==> src/rtl/apb_slave_responder.sv <==
// APB3 slave responder: register bank, programmable wait states, PSLVERR decode, protocol checks.
// Optional APB4 byte strobes are enabled with `define APB_SLAVE_RESPONDER_PSTRB_EN.
module apb_slave_responder #(
   parameter int                    ADDR_WIDTH = 32,
   parameter int                    DATA_WIDTH = 32,
   parameter int                    DEPTH      = 16,
   parameter logic [ADDR_WIDTH-1:0] BASE_ADDR  = '0,
   parameter int                    MAX_WAIT   = 15,
   localparam int                   WW         = (MAX_WAIT > 0) ? $clog2(MAX_WAIT + 1) : 1
) (
   input  logic                    pclk,
   input  logic                    preset,
   input  logic                    psel,
   input  logic                    penable,
   input  logic                    pwrite,
   input  logic [ADDR_WIDTH-1:0]   paddr,
   input  logic [DATA_WIDTH-1:0]   pwdata,
`ifdef APB_SLAVE_RESPONDER_PSTRB_EN
   input  logic [DATA_WIDTH/8-1:0] pstrb,
`endif
   input  logic [WW-1:0]           wait_cfg,
   output logic [DATA_WIDTH-1:0]   prdata,
   output logic                    pready,
   output logic                    pslverr,
   output logic [15:0]             xfer_count,
   output logic                    proto_err
);

   localparam int NBYTES = DATA_WIDTH / 8;
   localparam int OFF_W  = $clog2(NBYTES);
   localparam int IDX_W  = $clog2(DEPTH);
   localparam logic [ADDR_WIDTH-1:0] BANK_BYTES = ADDR_WIDTH'(DEPTH * NBYTES);
   localparam logic [ADDR_WIDTH-1:0] ALIGN_MASK = ADDR_WIDTH'(NBYTES - 1);
   localparam logic [WW-1:0]         WAIT_MAX   = WW'(MAX_WAIT);

   typedef enum logic {IDLE, ACCESS} state_t;

   state_t                state, state_nxt;
   logic [ADDR_WIDTH-1:0] lat_addr;
   logic                  lat_write;
   logic [DATA_WIDTH-1:0] lat_wdata;
`ifdef APB_SLAVE_RESPONDER_PSTRB_EN
   logic [NBYTES-1:0]     lat_strb;
`endif
   logic [WW-1:0]         wait_cnt;
   logic [WW-1:0]         wait_sat;
   logic [DATA_WIDTH-1:0] bank [DEPTH];

   logic [ADDR_WIDTH-1:0] offset;
   logic [IDX_W-1:0]      word_idx;
   logic                  dec_err;
   logic                  setup, complete, abort, ctrl_diff, idle_viol;

   assign wait_sat = (wait_cfg > WAIT_MAX) ? WAIT_MAX : wait_cfg;

   // Addresses below BASE_ADDR wrap to a huge offset and land in the range error.
   always_comb begin
      offset   = lat_addr - BASE_ADDR;
      word_idx = IDX_W'(offset >> OFF_W);
      dec_err  = (offset >= BANK_BYTES) || ((offset & ALIGN_MASK) != '0);
`ifdef APB_SLAVE_RESPONDER_PSTRB_EN
      if (!lat_write && (lat_strb != '0)) dec_err = 1'b1;
`endif
   end

   always_ff @(posedge pclk or posedge preset) begin
      if (preset) state <= IDLE;
      else        state <= state_nxt;
   end

   // NOTE: every output of this block gets a default first, so no path can infer a latch.
   always_comb begin
      state_nxt = state;
      pready    = 1'b0;
      pslverr   = 1'b0;
      prdata    = '0;
      setup     = 1'b0;
      complete  = 1'b0;
      abort     = 1'b0;
      case (state)
         IDLE: begin
            if (psel && !penable) begin
               setup     = 1'b1;
               state_nxt = ACCESS;
            end
         end
         ACCESS: begin
            if (!(psel && penable)) begin
               abort     = 1'b1;
               state_nxt = IDLE;
            end else if (wait_cnt == '0) begin
               complete  = 1'b1;
               pready    = 1'b1;
               pslverr   = dec_err;
               prdata    = (!dec_err && !lat_write) ? bank[word_idx] : '0;
               state_nxt = IDLE;
            end
         end
      endcase
   end

   // The transfer keeps running on the latched values even when the bus wanders.
   assign ctrl_diff = (state == ACCESS) && penable && ((paddr != lat_addr) || (pwrite != lat_write));
   assign idle_viol = (state == IDLE) && psel && penable;

   // NOTE: sequential state uses non-blocking assignments so every register samples pre-edge values.
   always_ff @(posedge pclk or posedge preset) begin
      if (preset) begin
         lat_addr   <= '0;
         lat_write  <= 1'b0;
         lat_wdata  <= '0;
`ifdef APB_SLAVE_RESPONDER_PSTRB_EN
         lat_strb   <= '0;
`endif
         wait_cnt   <= '0;
         xfer_count <= '0;
         proto_err  <= 1'b0;
         // NOTE: the bank is architecturally cleared by reset, so it must sit in flops, not a RAM macro.
         for (int i = 0; i < DEPTH; i++) bank[i] <= '0;
      end else begin
         if (setup) begin
            lat_addr  <= paddr;
            lat_write <= pwrite;
            lat_wdata <= pwdata;
`ifdef APB_SLAVE_RESPONDER_PSTRB_EN
            lat_strb  <= pstrb;
`endif
            wait_cnt  <= wait_sat;
         end else if ((state == ACCESS) && psel && penable && (wait_cnt != '0)) begin
            wait_cnt <= wait_cnt - WW'(1);
         end

         if (complete) begin
            xfer_count <= xfer_count + 16'd1;
            if (lat_write && !dec_err) begin
`ifdef APB_SLAVE_RESPONDER_PSTRB_EN
               for (int b = 0; b < NBYTES; b++)
                  if (lat_strb[b]) bank[word_idx][8*b +: 8] <= lat_wdata[8*b +: 8];
`else
               bank[word_idx] <= lat_wdata;
`endif
            end
         end

         if (abort || ctrl_diff || idle_viol) proto_err <= 1'b1;
      end
   end

endmodule

==> config.mk <==
export PLATFORM = sky130hd
export DESIGN_NAME = apb_slave_responder
export DESIGN_NICKNAME = d
export VERILOG_FILES = /design/src/rtl/apb_slave_responder.sv
export SDC_FILE = /design/constraint.sdc
export NUM_CORES = 1
export LEC_CHECK = 0
export BUFFER_PORTS_ARGS = -buffer_cell sky130_fd_sc_hd__buf_4
export CAP_MARGIN = 25
export CORE_MARGIN = 2
export CORE_UTILIZATION = 65
export CTS_BUF_LIST = sky130_fd_sc_hd__clkbuf_2
export DETAILED_ROUTE_END_ITERATION = 8
export MAX_ROUTING_LAYER = met4
export PLACE_DENSITY = 0.83
export SLEW_MARGIN = 30
export SYNTH_ARGS = -nofsm -noshare
export SYNTH_HDL_FRONTEND = slang
export SYNTH_SLANG_ARGS = --single-unit
==> constraint.sdc <==
create_clock -name pclk -period 39.2 [get_ports pclk]
set_input_delay 7.84 -clock pclk [delete_from_list [all_inputs] [get_ports pclk]]
set_output_delay 7.84 -clock pclk [all_outputs]
set_load 0.03 [all_outputs]
Yosys cells after proc, flatten, opt, wreduce, memory -nomap -nowiden
Index checks and enable logic that the tools add are counted.
{"block": "classes", "n_addsub": 2, "n_mul": 0, "div_mod_pow": 0, "order_cmp": 4, "eq_ne": 2, "n_shift": 0, "n_mux": 26, "n_bitwise": 2, "n_reduce_logical": 24}
{"operator": "$bwmux 512", "count": 1}
{"operator": "$mux 32", "count": 7}
{"operator": "$bmux 32 s4", "count": 1}
{"operator": "$demux 32 s4", "count": 1}
{"operator": "$ge 32x7->1 const B", "count": 1}
{"operator": "$ne 32x32->1", "count": 1}
{"operator": "$reduce_bool 32->1", "count": 1}
{"operator": "$add 16x1->16 const B", "count": 1}
{"operator": "$logic_and 1x1->1", "count": 12}
{"operator": "$mux 1", "count": 12}
{"operator": "$mux 4", "count": 3}
{"operator": "$ge 5x5->1 const B", "count": 1}
{"operator": "$lt 5x1->1 const B", "count": 1}
{"operator": "$not 4->5", "count": 1}
{"operator": "$gt 4x4->1 const B", "count": 1}
{"operator": "$logic_not 4->1", "count": 1}
{"operator": "$logic_or 1x1->1", "count": 4}
{"operator": "$reduce_bool 4->1", "count": 1}
{"operator": "$sub 4x1->4 const B", "count": 1}
{"operator": "$logic_not 1->1", "count": 3}
{"operator": "$pmux 1 s2", "count": 1}
{"operator": "$reduce_and 2->1", "count": 1}
{"operator": "$reduce_bool 2->1", "count": 1}
{"operator": "$ne 1x1->1", "count": 1}
{"operator": "$not 1->1", "count": 1}
{"block": "word_totals", "register_bits": 599, "latchBits": 0, "ram_bits": 0, "romBits": 0, "input_bits": 73, "output_inout_bits": 51, "elab_cells": 83, "n_memories": 0}

Depth between registers and ports, before layout
{"block": "depth", "depth_word": 8, "ltp_mapped": 10, "mapped_depth_nobuf": 8}

Worst setup path after synthesis
OpenSTA, ideal clock, no wires.
{"block": "synth_timing", "path_kind": "input to output", "start": "input penable", "end": "output prdata[10]", "arrival_time_ps": 8995, "t_required_ps": 31360, "slack_ps": 22365, "path_stages": 6, "path_buffers": 1, "path_cell_list": "nand3_1 -> nand2b_4 -> nor2_1 -> nand2_1 -> clkbuf_1 -> a21oi_1"}
{"block": "synth_via", "elab_chain_cells": 3}
{"item": "start, declared", "line_no": "14", "rtl": "input logic penable,"}
{"item": "$logic_and 1x1->1", "line_no": "88", "rtl": "if (!(psel && penable)) begin"}
{"item": "$mux 32", "line_no": "88"}
{"item": "$mux 32", "line_no": "80", "rtl": "case (state)"}
{"item": "end, declared", "line_no": "22", "rtl": "output logic [DATA_WIDTH-1:0] prdata,"}
Every way passes these cells.

Worst setup path in the final report
{"block": "layout_timing", "start": "input psel", "end": "output prdata[10]"}
{"block": "layout_via", "elab_chain_cells": 3}
{"item": "start, declared", "line_no": "13", "rtl": "input logic psel,"}
{"item": "$logic_and 1x1->1", "line_no": "88"}
{"item": "$mux 32", "line_no": "88"}
{"item": "$mux 32", "line_no": "80"}
Every way passes these cells.

==> results.cfg <==
[worst_setup_path]
worst-path-max-fanout = 32
cp-end-kind = primary output
r2r_setup_slack_ps = 35470
critPathLaunchType = input port
required_ps = 31360
critPathArrivalTime_ps = 9700
critical_path_class = in2out

[cts]
cts_sinks = 599
postCtsHoldBufs = 0
cts_root_buf = clkbuf_2
cts_tree = yes
path_clk_slew_ps = 90
cts_setup_buffers = 0
ctsHtreeMaxLevel = 4
cts_resized = 0
ctsLongestPathBuffers = 3
numCtsBuffers = 149
insertion_delay_ps = 1130

[hold_path]
min_path_type = reg2reg

[pwr]
leakagePower_nw = 14.8
ir_drop_v = 0.0000278
powerDensity_nw_per_um2 = 39.2

[routing]
routed_wl_um = 64000
antenna_left = 0
wl_per_cell_um = 23.9
first_iter_violations = 1282
dr.pass1.iters = 8
num_vias = 16398
viasPerCell = 6.14
drc_errors = 0

[logic_synthesis]
synth_top_area_cell = dfrtp_1
synthTopCellsByArea = dfrtp_1 53%, mux2_4 13%, mux4_2 10%, mux2_2 10%, nand2_1 2.8%
synth-adder-area-share_pct = 0.132
synth_compound_area_share_pct = 2.39
synth_seq_cells = 599
synth_mux_area_share_pct = 33.6
synthSimpleGateAreaFrac_pct = 4.74
netlist_area_um2 = 28400
syn_nets = 1927
synth_xor_area_share_pct = 1.57
yosys.area.top_type_share_pct = 52.8
synth_cells = 1851
synth_top_family_by_area = multiplexers
yosysSeqAreaShare_pct = 52.8
yosys_warnings = 0
ys_types = 44
avgSynthCellArea_um2 = 15.3

[final_layout]
nNetsFinal = 2063
syn2layout_area_growth_pct = 6.67
layout-drive-gt1-share_pct = 49.2
utilization_pct = 70.3
fill_cells = 2829

[sta]
hold_viol = 0
fmax_mhz = 57.0
slew_viol_final = 0
period_share_pct = 44.8
finalSetupTns_ps = 0
rsz0062_at_grt = no
tightestPinTransition_ps = 988
setup_viol = 0
slew_headroom_pct = 33.9
skew_ps = 44.5
period_needed_ps = 17540

[grt]
grt_antenna_before_repair = 1
grt_overflow = 0
grt.total_usage_pct = 30.6
grt_max_degree = 186
grt_pass1_vias = 17637
grt_pass1_wl_um = 101000

[floorplanning]
dieArea_um2 = 45400
rows = 76
coreArea_um2 = 43100
io_pins = 124
die_h_um = 213
fp.dieW_um = 213
start_util_pct = 65.9

[status]
status = complete, no violations

[place]
gp_congestion = 0.817
dpl.hpwl_um = 34600
port_buffers = 123

[run]
drv_cap = 0
## worst paths after layout
check,from,end,cells past startpoint
min in group asynchronous,preset,bank[135],2
worst min-delay path,xfer_count[15],xfer_count[15],1
worst max-delay path,psel,prdata[10],7
max in group asynchronous,preset,bank[62],4
worst min register to register,xfer_count[15],xfer_count[15],1
worst max register to register,lat_addr[2],bank[93],6
## Yosys cell counts, drive strengths merged
library cell,count
a211oi,1
a21oi,35
a22oi,64
and2,3
and3,4
and3b,1
and4,17
buf,99
clkbuf,63
clkinv,1
dfrtp,599
ha,3
inv,4
mux2,512
mux4,128
nand2,214
nand2b,2
nand3,3
nand4,9
nor2,12
nor2b,2
nor3,2
nor3b,2
nor4,13
o21ai,3
or3b,1
or4,2
or4b,1
xnor2,24
xor2,27
## area by class of cell
cell class	count	area, um^2	area share [%]
clock buffers	210	1050	3.47
diodes	1	2.50	0.00826
flip-flops and latches	599	15000	49.5
inverters	5	27.5	0.0909
clock inverters	40	231	0.764
multi-input cells	1085	12100	39.9
well taps	585	732	2.42
repair buffers	147	1160	3.84
## power by group
group | switching, W | internal (W)
logic | 0.0000646 | 0.0000409
clock network | 0.000247 | 0.000162
registers | 0.0000425 | 0.000630
total | 0.000354 | 0.000834
## sequential cells by signal, summed over array words and instances (netlist names)
register,count
lat_wdata,32
lat_write,1
proto_err,1
xfer_count,16
state,1
lat_addr,32
wait_cnt,4
bank,512
## placed cells by master (no fill, tap or decap), drive strengths merged
cell,count
inv,12
buf,147
a22oi,64
bufinv,3
a211oi,1
nand4,9
or4,2
mux2,512
clkbuf,210
ha,3
dfrtp,599
nand3,3
nand2,214
and2,3
clkinv,30
and3,4
or4b,1
nand2b,2
and4,17
and3b,1
o21ai,3
mux4,128
nor4,13
nor3,2
nor3b,2
a21oi,35
nor2,12
xor2,27
or3b,1
xnor2,24
nor2b,2
diode,1
## per-stage QoR
stage / power [W] / cells / hold slack, ps / setup WS, ps / cell area (um^2)
final: 0.00119 / 2672 / 473 / 21660 / 30300
after detailed placement: 0.000790 / 2420 / 459 / 21670 / 29000
after CTS: 0.00120 / 2670 / 476 / 21630 / 30300
after floorplan: 0.000749 / 1851 / 452 / 14590 / 28400
after global placement: 0.000786 / 2420 / 459 / 21800 / 29000
after global routing: 0.00124 / 2672 / 513 / 21530 / 30300
## layer usage
layer	part of all wire (%)	vias to the layer above	global-route usage (%)
met4	2.2	0	10.7
met2	48	627	45.6
met5	0	-	-
met1	43	8633	42.1
li1	-	7026	-
met3	7.2	112	6.90
## worst max-delay path, cell delays in order
cell,delay [ps]
buf_4,100
nand3_1,140
nand2b_4,230
nor2_1,130
nand2_2,570
a21oi_1,440
buf_4,220
## kinds of logic after synthesis
| logic type | count (synthesis) |
|---|---|
| buffers and inverters | 167 |
| AND/OR/NAND/NOR | 288 |
| AO/OA/AOI/OAI | 103 |
| flip-flops | 599 |
| XOR/XNOR | 51 |
| adder cells (fa/ha/maj) | 3 |
| multiplexers | 640 |
No activity file was read; power rests on OpenSTA's default activity.
